File: src/rtl/if_fetch_unit.sv
// ============================================================================
// if_fetch_unit : instruction fetch stage (PC gen, ROM requests, output FIFO)
// Optional statistics counters: define IF_FETCH_STATS_EN
// Revision      : 1.0 - initial release
// ============================================================================
`default_nettype none

module if_fetch_unit #(
    parameter int unsigned     XLEN          = 32,
    parameter int unsigned     IF_INC        = 4,
    parameter int unsigned     IF_LATENCY    = 2,
    parameter logic [XLEN-1:0] IF_BOOT_UCODE = 32'h1000_0000,
    parameter logic [XLEN-1:0] IF_TRAP_UCODE = 32'h1000_0100,
    parameter logic [XLEN-1:0] IF_MRET_UCODE = 32'h1000_0200,
    parameter logic [XLEN-1:0] IF_MAX_ADDR   = 32'h1000_3FFF,
    parameter int unsigned     PERF_CNT_LEN  = 64
) (
    input  logic                    clk,
    input  logic                    rst_n,
    output logic                    rom_en_o,
    output logic [XLEN-1:0]         rom_addr_o,
    input  logic [31:0]             rom_data_i,
    output logic [31:0]             instr_o,
    output logic [XLEN-1:0]         pc_o,
    output logic                    valid_o,
    input  logic                    ready_i,
    input  logic                    trap_i,
    input  logic                    mret_i,
    input  logic                    flush_i,
    input  logic [XLEN-1:0]         flush_addr_i,
    output logic                    fault_o,
    output logic [PERF_CNT_LEN-1:0] wait_cnt_o,
    output logic [PERF_CNT_LEN-1:0] redir_cnt_o
);

    localparam int unsigned D  = IF_LATENCY + 1;
    localparam int unsigned PW = $clog2(D);
    localparam int unsigned CW = $clog2(D + 1);
    localparam logic [CW:0] D_W = (CW + 1)'(D);

    typedef enum logic [0:0] {ST_RUN = 1'b0, ST_HALT = 1'b1} state_t;

    state_t          state_q, state_d;
    logic [XLEN-1:0] next_pc_q, next_pc_d;

    logic [IF_LATENCY-1:0] tag_v_q;
    logic [XLEN-1:0]       tag_pc_q [IF_LATENCY];

    logic [XLEN-1:0] fifo_pc_q    [D];
    logic [31:0]     fifo_instr_q [D];
    logic [PW-1:0]   rd_ptr_q, wr_ptr_q;
    logic [CW-1:0]   count_q;

    logic            w_redir, w_issue, w_push, w_pop, w_oor, w_credit;
    logic [XLEN-1:0] w_target;
    logic [CW:0]     w_inflight, w_occ;

    function automatic logic [PW-1:0] ptr_inc(input logic [PW-1:0] p);
        return (p == PW'(D - 1)) ? '0 : p + 1'b1;
    endfunction

    assign w_redir  = trap_i | mret_i | flush_i;
    assign w_target = trap_i ? IF_TRAP_UCODE :
                      mret_i ? IF_MRET_UCODE : (flush_addr_i & ~XLEN'(3));

    assign valid_o = (count_q != '0);
    assign w_pop   = valid_o & ready_i;
    assign w_push  = tag_v_q[IF_LATENCY-1];
    assign w_oor   = (next_pc_q > IF_MAX_ADDR) || (next_pc_q < IF_BOOT_UCODE);

    always_comb begin
        w_inflight = '0;
        for (int k = 0; k < IF_LATENCY; k++) begin
            w_inflight = w_inflight + {{CW{1'b0}}, tag_v_q[k]};
        end
    end

    // Credits count both buffered and outstanding words, so returns never overflow
    assign w_occ    = {1'b0, count_q} + w_inflight - {{CW{1'b0}}, w_pop};
    assign w_credit = (w_occ < D_W);

    always_comb begin
        state_d   = state_q;
        next_pc_d = next_pc_q;
        w_issue   = 1'b0;
        if (w_redir) begin
            state_d   = ST_RUN;
            next_pc_d = w_target;
        end else if (state_q == ST_RUN) begin
            if (w_oor) begin
                state_d = ST_HALT;
            end else if (w_credit) begin
                w_issue   = 1'b1;
                next_pc_d = next_pc_q + XLEN'(IF_INC);
            end
        end
    end

    // Gated by rst_n so the request port is quiet while reset is held
    assign rom_en_o   = w_issue & rst_n;
    assign rom_addr_o = rom_en_o ? next_pc_q : '0;
    assign fault_o    = (state_q == ST_HALT);
    assign pc_o       = valid_o ? fifo_pc_q[rd_ptr_q]    : '0;
    assign instr_o    = valid_o ? fifo_instr_q[rd_ptr_q] : '0;

    always_ff @(posedge clk or negedge rst_n) begin
        if (!rst_n) begin
            state_q   <= ST_RUN;
            next_pc_q <= IF_BOOT_UCODE;
            tag_v_q   <= '0;
            for (int k = 0; k < IF_LATENCY; k++) tag_pc_q[k] <= '0;
            rd_ptr_q  <= '0;
            wr_ptr_q  <= '0;
            count_q   <= '0;
        end else begin
            state_q     <= state_d;
            next_pc_q   <= next_pc_d;
            tag_pc_q[0] <= next_pc_q;
            for (int k = 1; k < IF_LATENCY; k++) tag_pc_q[k] <= tag_pc_q[k-1];
            if (w_redir) begin
                tag_v_q  <= '0;
                rd_ptr_q <= '0;
                wr_ptr_q <= '0;
                count_q  <= '0;
            end else begin
                tag_v_q[0] <= w_issue;
                for (int k = 1; k < IF_LATENCY; k++) tag_v_q[k] <= tag_v_q[k-1];
                if (w_push) wr_ptr_q <= ptr_inc(wr_ptr_q);
                if (w_pop)  rd_ptr_q <= ptr_inc(rd_ptr_q);
                case ({w_push, w_pop})
                    2'b10:   count_q <= count_q + 1'b1;
                    2'b01:   count_q <= count_q - 1'b1;
                    default: count_q <= count_q;
                endcase
            end
        end
    end

    always_ff @(posedge clk) begin
        if (w_push && !w_redir) begin
            fifo_pc_q[wr_ptr_q]    <= tag_pc_q[IF_LATENCY-1];
            fifo_instr_q[wr_ptr_q] <= rom_data_i;
        end
    end

`ifdef IF_FETCH_STATS_EN
    logic [PERF_CNT_LEN-1:0] wait_cnt_q, redir_cnt_q;

    always_ff @(posedge clk or negedge rst_n) begin
        if (!rst_n) begin
            wait_cnt_q  <= '0;
            redir_cnt_q <= '0;
        end else begin
            if (valid_o && !ready_i && !(&wait_cnt_q)) wait_cnt_q <= wait_cnt_q + 1'b1;
            if (w_redir && !(&redir_cnt_q))            redir_cnt_q <= redir_cnt_q + 1'b1;
        end
    end

    assign wait_cnt_o  = wait_cnt_q;
    assign redir_cnt_o = redir_cnt_q;
`else
    assign wait_cnt_o  = '0;
    assign redir_cnt_o = '0;
`endif

endmodule

`default_nettype wire

File: config.mk
export PLATFORM = sky130hd
export DESIGN_NAME = if_fetch_unit
export DESIGN_NICKNAME = d
export VERILOG_FILES = /design/src/rtl/if_fetch_unit.sv
export SDC_FILE = /design/constraint.sdc
export NUM_CORES = 1
export LEC_CHECK = 0
export ABC_AREA = 1
export CAP_MARGIN = 40
export CORE_ASPECT_RATIO = 1.5
export CORE_UTILIZATION = 31
export DETAILED_ROUTE_END_ITERATION = 12
export PLACE_DENSITY = 0.57
export SYNTH_ARGS = -nofsm -noshare
export SYNTH_HDL_FRONTEND = slang
export SYNTH_SLANG_ARGS = --single-unit
File: constraint.sdc
create_clock -name clk -period 8.4 [get_ports clk]
set_input_delay 0.84 -clock clk [delete_from_list [all_inputs] [get_ports clk]]
set_output_delay 0.84 -clock clk [all_outputs]
set_load 0.005 [all_outputs]
==> metrics.md <==
| Metric | Value |
|---|---|
| Run status | `finished clean` |
| Final Setup Violations | `0` |
| Floorplan die width | `164 um` |
| CTS clk-pin slew, worst paths | `0.06 ns` |
| Fin Setup TNS | `0 ns` |
| Clock Latency Late Sink | `0.53 ns` |
| CTS tree | `yes` |
| Synth top area cells | `edfxtp_1 (46%), dfrtp_1 (20%), nand2_1 (11%), buf_4 (9.3%), nand3_1 (4.1%)` |
| Post-CTS Setup Repair Bufs | `0` |
| Total CTS buffers | `26` |
| Wire per inst | `14.0 um` |
| Crit path kind | `flop to output pin` |
| PD cells | `194 mW/mm^2` |
| DR iter-0 viols | `425` |
| Wire length of the first global-routing pass | `38000 um` |
| Register bit total from synthesis | `285` |
| Max Fclk | `181 MHz` |
| Final Hold Vio Count | `0` |
| Crit-path max cell delay | `0.60 ns` |
| Synthesis-to-layout area growth | `19.6%` |
| Critical Path AT | `4.68 ns` |
| Final net count | `1351` |
| Sequential share of the synthesized area | `66.1%` |
| Post-layout min period | `5.52 ns` |
| Placed instance area | `0.0137 sq mm` |
| Worst-Margin Slew | `0.793 ns` |
| CTS Root Cell | `clkbuf_16` |
| Largest net degree at the start of global routing | `65` |
| Routed Antenna Nets | `0` |
| Antenna Cells | `0` |
| CP max FO | `64` |
| CTS resizes | `0` |
| Slew margin rel. | `47.1%` |
| GP Congestion | `0.728` |
| Pre-Repair DR Iteration Count | `4` |
| Synth top area share | `45.8%` |
| Post-route clock period utilization | `65.7%` |
| HPWL Detailed | `16100 um` |
| Critical path startpoint category | `flop` |
| Via Count | `7459` |
| Cells after Synth | `1126` |
| Core area | `0.0386 sq mm` |
| Die height | `245 um` |
| Cell variety after synth | `36` |
| Mapped Avg Cell Area | `10.8 sq um` |
| Number of max-cap violations | `0` |
| Ports | `297` |
| Crit-path most repeated cell | `nor2_1` |
| Clock skew | `0.00805 ns` |
| Cell Area, Synth | `0.0122 sq mm` |
| Area leader, netlist | `edfxtp_1` |
| Final hold slack | `0.287 ns` |
| Grt ovf | `0` |
| Die Area | `0.0402 sq mm` |
| Syn. warnings | `0` |
| Initial antenna violation count | `0` |
| Final instance area | `0.0146 sq mm` |
| Largest delay contributor family on the critical path | `buffers and inverters` |
| Critical path's slowest cell | `buf_4` |
| Ordered list of cells on the worst path | `nor2_1 -> inv_2 -> buf_4 -> nand2_1 -> inv_1 -> ha_1 -> fa_1 -> fa_1 -> nor2_1 -> nor3_4 -> nand4_4 -> nor2_1 -> clkdlybuf4s50_1` |
| Worst Setup End Kind | `output pin` |
| Max VDD drop | `151 uV` |
| Vias in the first global route | `7018` |
| Vias per cell | `4.17` |
| RSZ-0062 raised after global routing | `no` |
| Slew Limit Fails | `0` |
| Placement row count | `88` |
| GRT Overall Usage | `12.4%` |
| Max Buffers Root-to-Sink | `3` |
| Pleak | `6.38 nW` |
| Hold_buf cts | `0` |
| CTS Sinks | `285` |
| Layout cell share with drive strength beyond 1 | `5.87%` |
| Min-delay worst type | `primary input to asynchronous set/reset pin` |
| CTS HTree Levels | `1` |
| Req. time, crit path | `7.56 ns` |
| Crit path buf inv count | `4` |
| Buffers on Ports | `145` |
| DRC viols | `0` |
| Filler cell count | `3696` |
| Initial core utilization | `31.6%` |
| Pwr Total | `2.83 mW` |
| Routed WL | `25000 um` |
==> layer usage <==
layer,global-route usage [%],vias up,share of wire (%)
met5,0,-,0
met4,4.22,0,2.1
met3,1.59,37,4.7
met2,23.5,240,53
met1,13.9,3572,40
li1,-,3610,-
==> cell type report <==
cell class	instances	area (sq um)	area share, %
sequential	285	8070	55.3
multi-input combinational	697	3000	20.6
clock buffer	40	777	5.33
timing repair buffer	157	1620	11.1
inverter	108	408	2.80
tap	495	619	4.25
clock inverter	8	96.3	0.660
==> state kept, by name (all words and copies together), names as in the netlist <==
register	cells
rd_ptr_q	2
wr_ptr_q	2
fifo_pc_q	90
next_pc_q	30
tag_v_q	2
fifo_instr_q	96
fault_o	1
tag_pc_q	60
count_q	2
==> report_power, final <==
group | internal, mW | total [mW] | leakage, nW | switching (mW)
sequential | 1.51 | 1.53 | 3.02 | 0.0144
clock | 0.701 | 1.19 | 0.423 | 0.492
combinational | 0.0409 | 0.107 | 2.94 | 0.0663
total | 2.26 | 2.83 | 6.38 | 0.573
==> synthesized netlist by cell type (all sizes together) <==
| cell type | instances |
|---|---|
| a21oi | 3 |
| a22o | 4 |
| buf | 179 |
| clkbuf | 5 |
| clkinv | 1 |
| conb | 1 |
| dfrtp | 98 |
| dfstp | 1 |
| edfxtp | 186 |
| fa | 2 |
| ha | 4 |
| inv | 107 |
| nand2 | 353 |
| nand3 | 101 |
| nand4 | 4 |
| nor2 | 50 |
| nor3 | 4 |
| o21ai | 17 |
| o22ai | 2 |
| o31ai | 2 |
| or2 | 1 |
| xnor2 | 1 |
==> metrics by stage <==
stage / setup WS [ns] / instances / utilization [%]
after floorplan: 2.17 / 1274 / -
after global placement: 3.37 / 1738 / 35.2
after detailed placement: 3.27 / 1742 / 35.5
after CTS: 2.69 / 1790 / 37.7
after global routing: 2.44 / 1790 / 37.7
final: 2.88 / 1790 / 37.7
==> placed cells by master (no fill, tap or decap), drive strengths merged <==
cell / n
clkinvlp: 1
a22o: 4
clkdlybuf4s50: 144
o21ai: 17
o31ai: 2
clkinv: 5
ha: 4
nand4: 4
dfstp: 1
nor2: 50
nand3: 101
xnor2: 1
inv: 108
nor3: 4
edfxtp: 186
conb: 149
fa: 2
bufinv: 2
a21oi: 3
nand2: 353
dfrtp: 98
o22ai: 2
clkbuf: 40
or2: 1
buf: 13
==> final timing paths <==
kind / from / endpoint / slack [ns] / cells past startpoint
min in group clk: tag_pc_q[50] / tag_pc_q[18] / 0.35 / 0
max in group asynchronous: rst_n / rd_ptr_q[1] / 6.90 / 2
worst min-delay path: rst_n / tag_pc_q[50] / 0.29 / 1
worst max-delay path: count_q[1] / rom_addr_o[4] / 2.88 / 13
worst max register to register: count_q[1] / next_pc_q[29] / 4.44 / 13
worst min register to register: tag_pc_q[50] / tag_pc_q[18] / 0.35 / 0
==> cell families (layout without fill, tap and decap cells) <==
group / after synthesis / count (layout) / synth area share, %
and+or+nand+nor: 513 / 513 / 17.7
buffers and inverters: 292 / 313 / 14.0
DFF: 285 / 285 / 66.1
AOI/OAI and AO/OA: 28 / 28 / 1.33
adders and majority gates: 6 / 6 / 0.739
other: 1 / 149 / 0.0307
xor gates and xnor gates: 1 / 1 / 0.0718
Power figures use the tool's default switching activity.
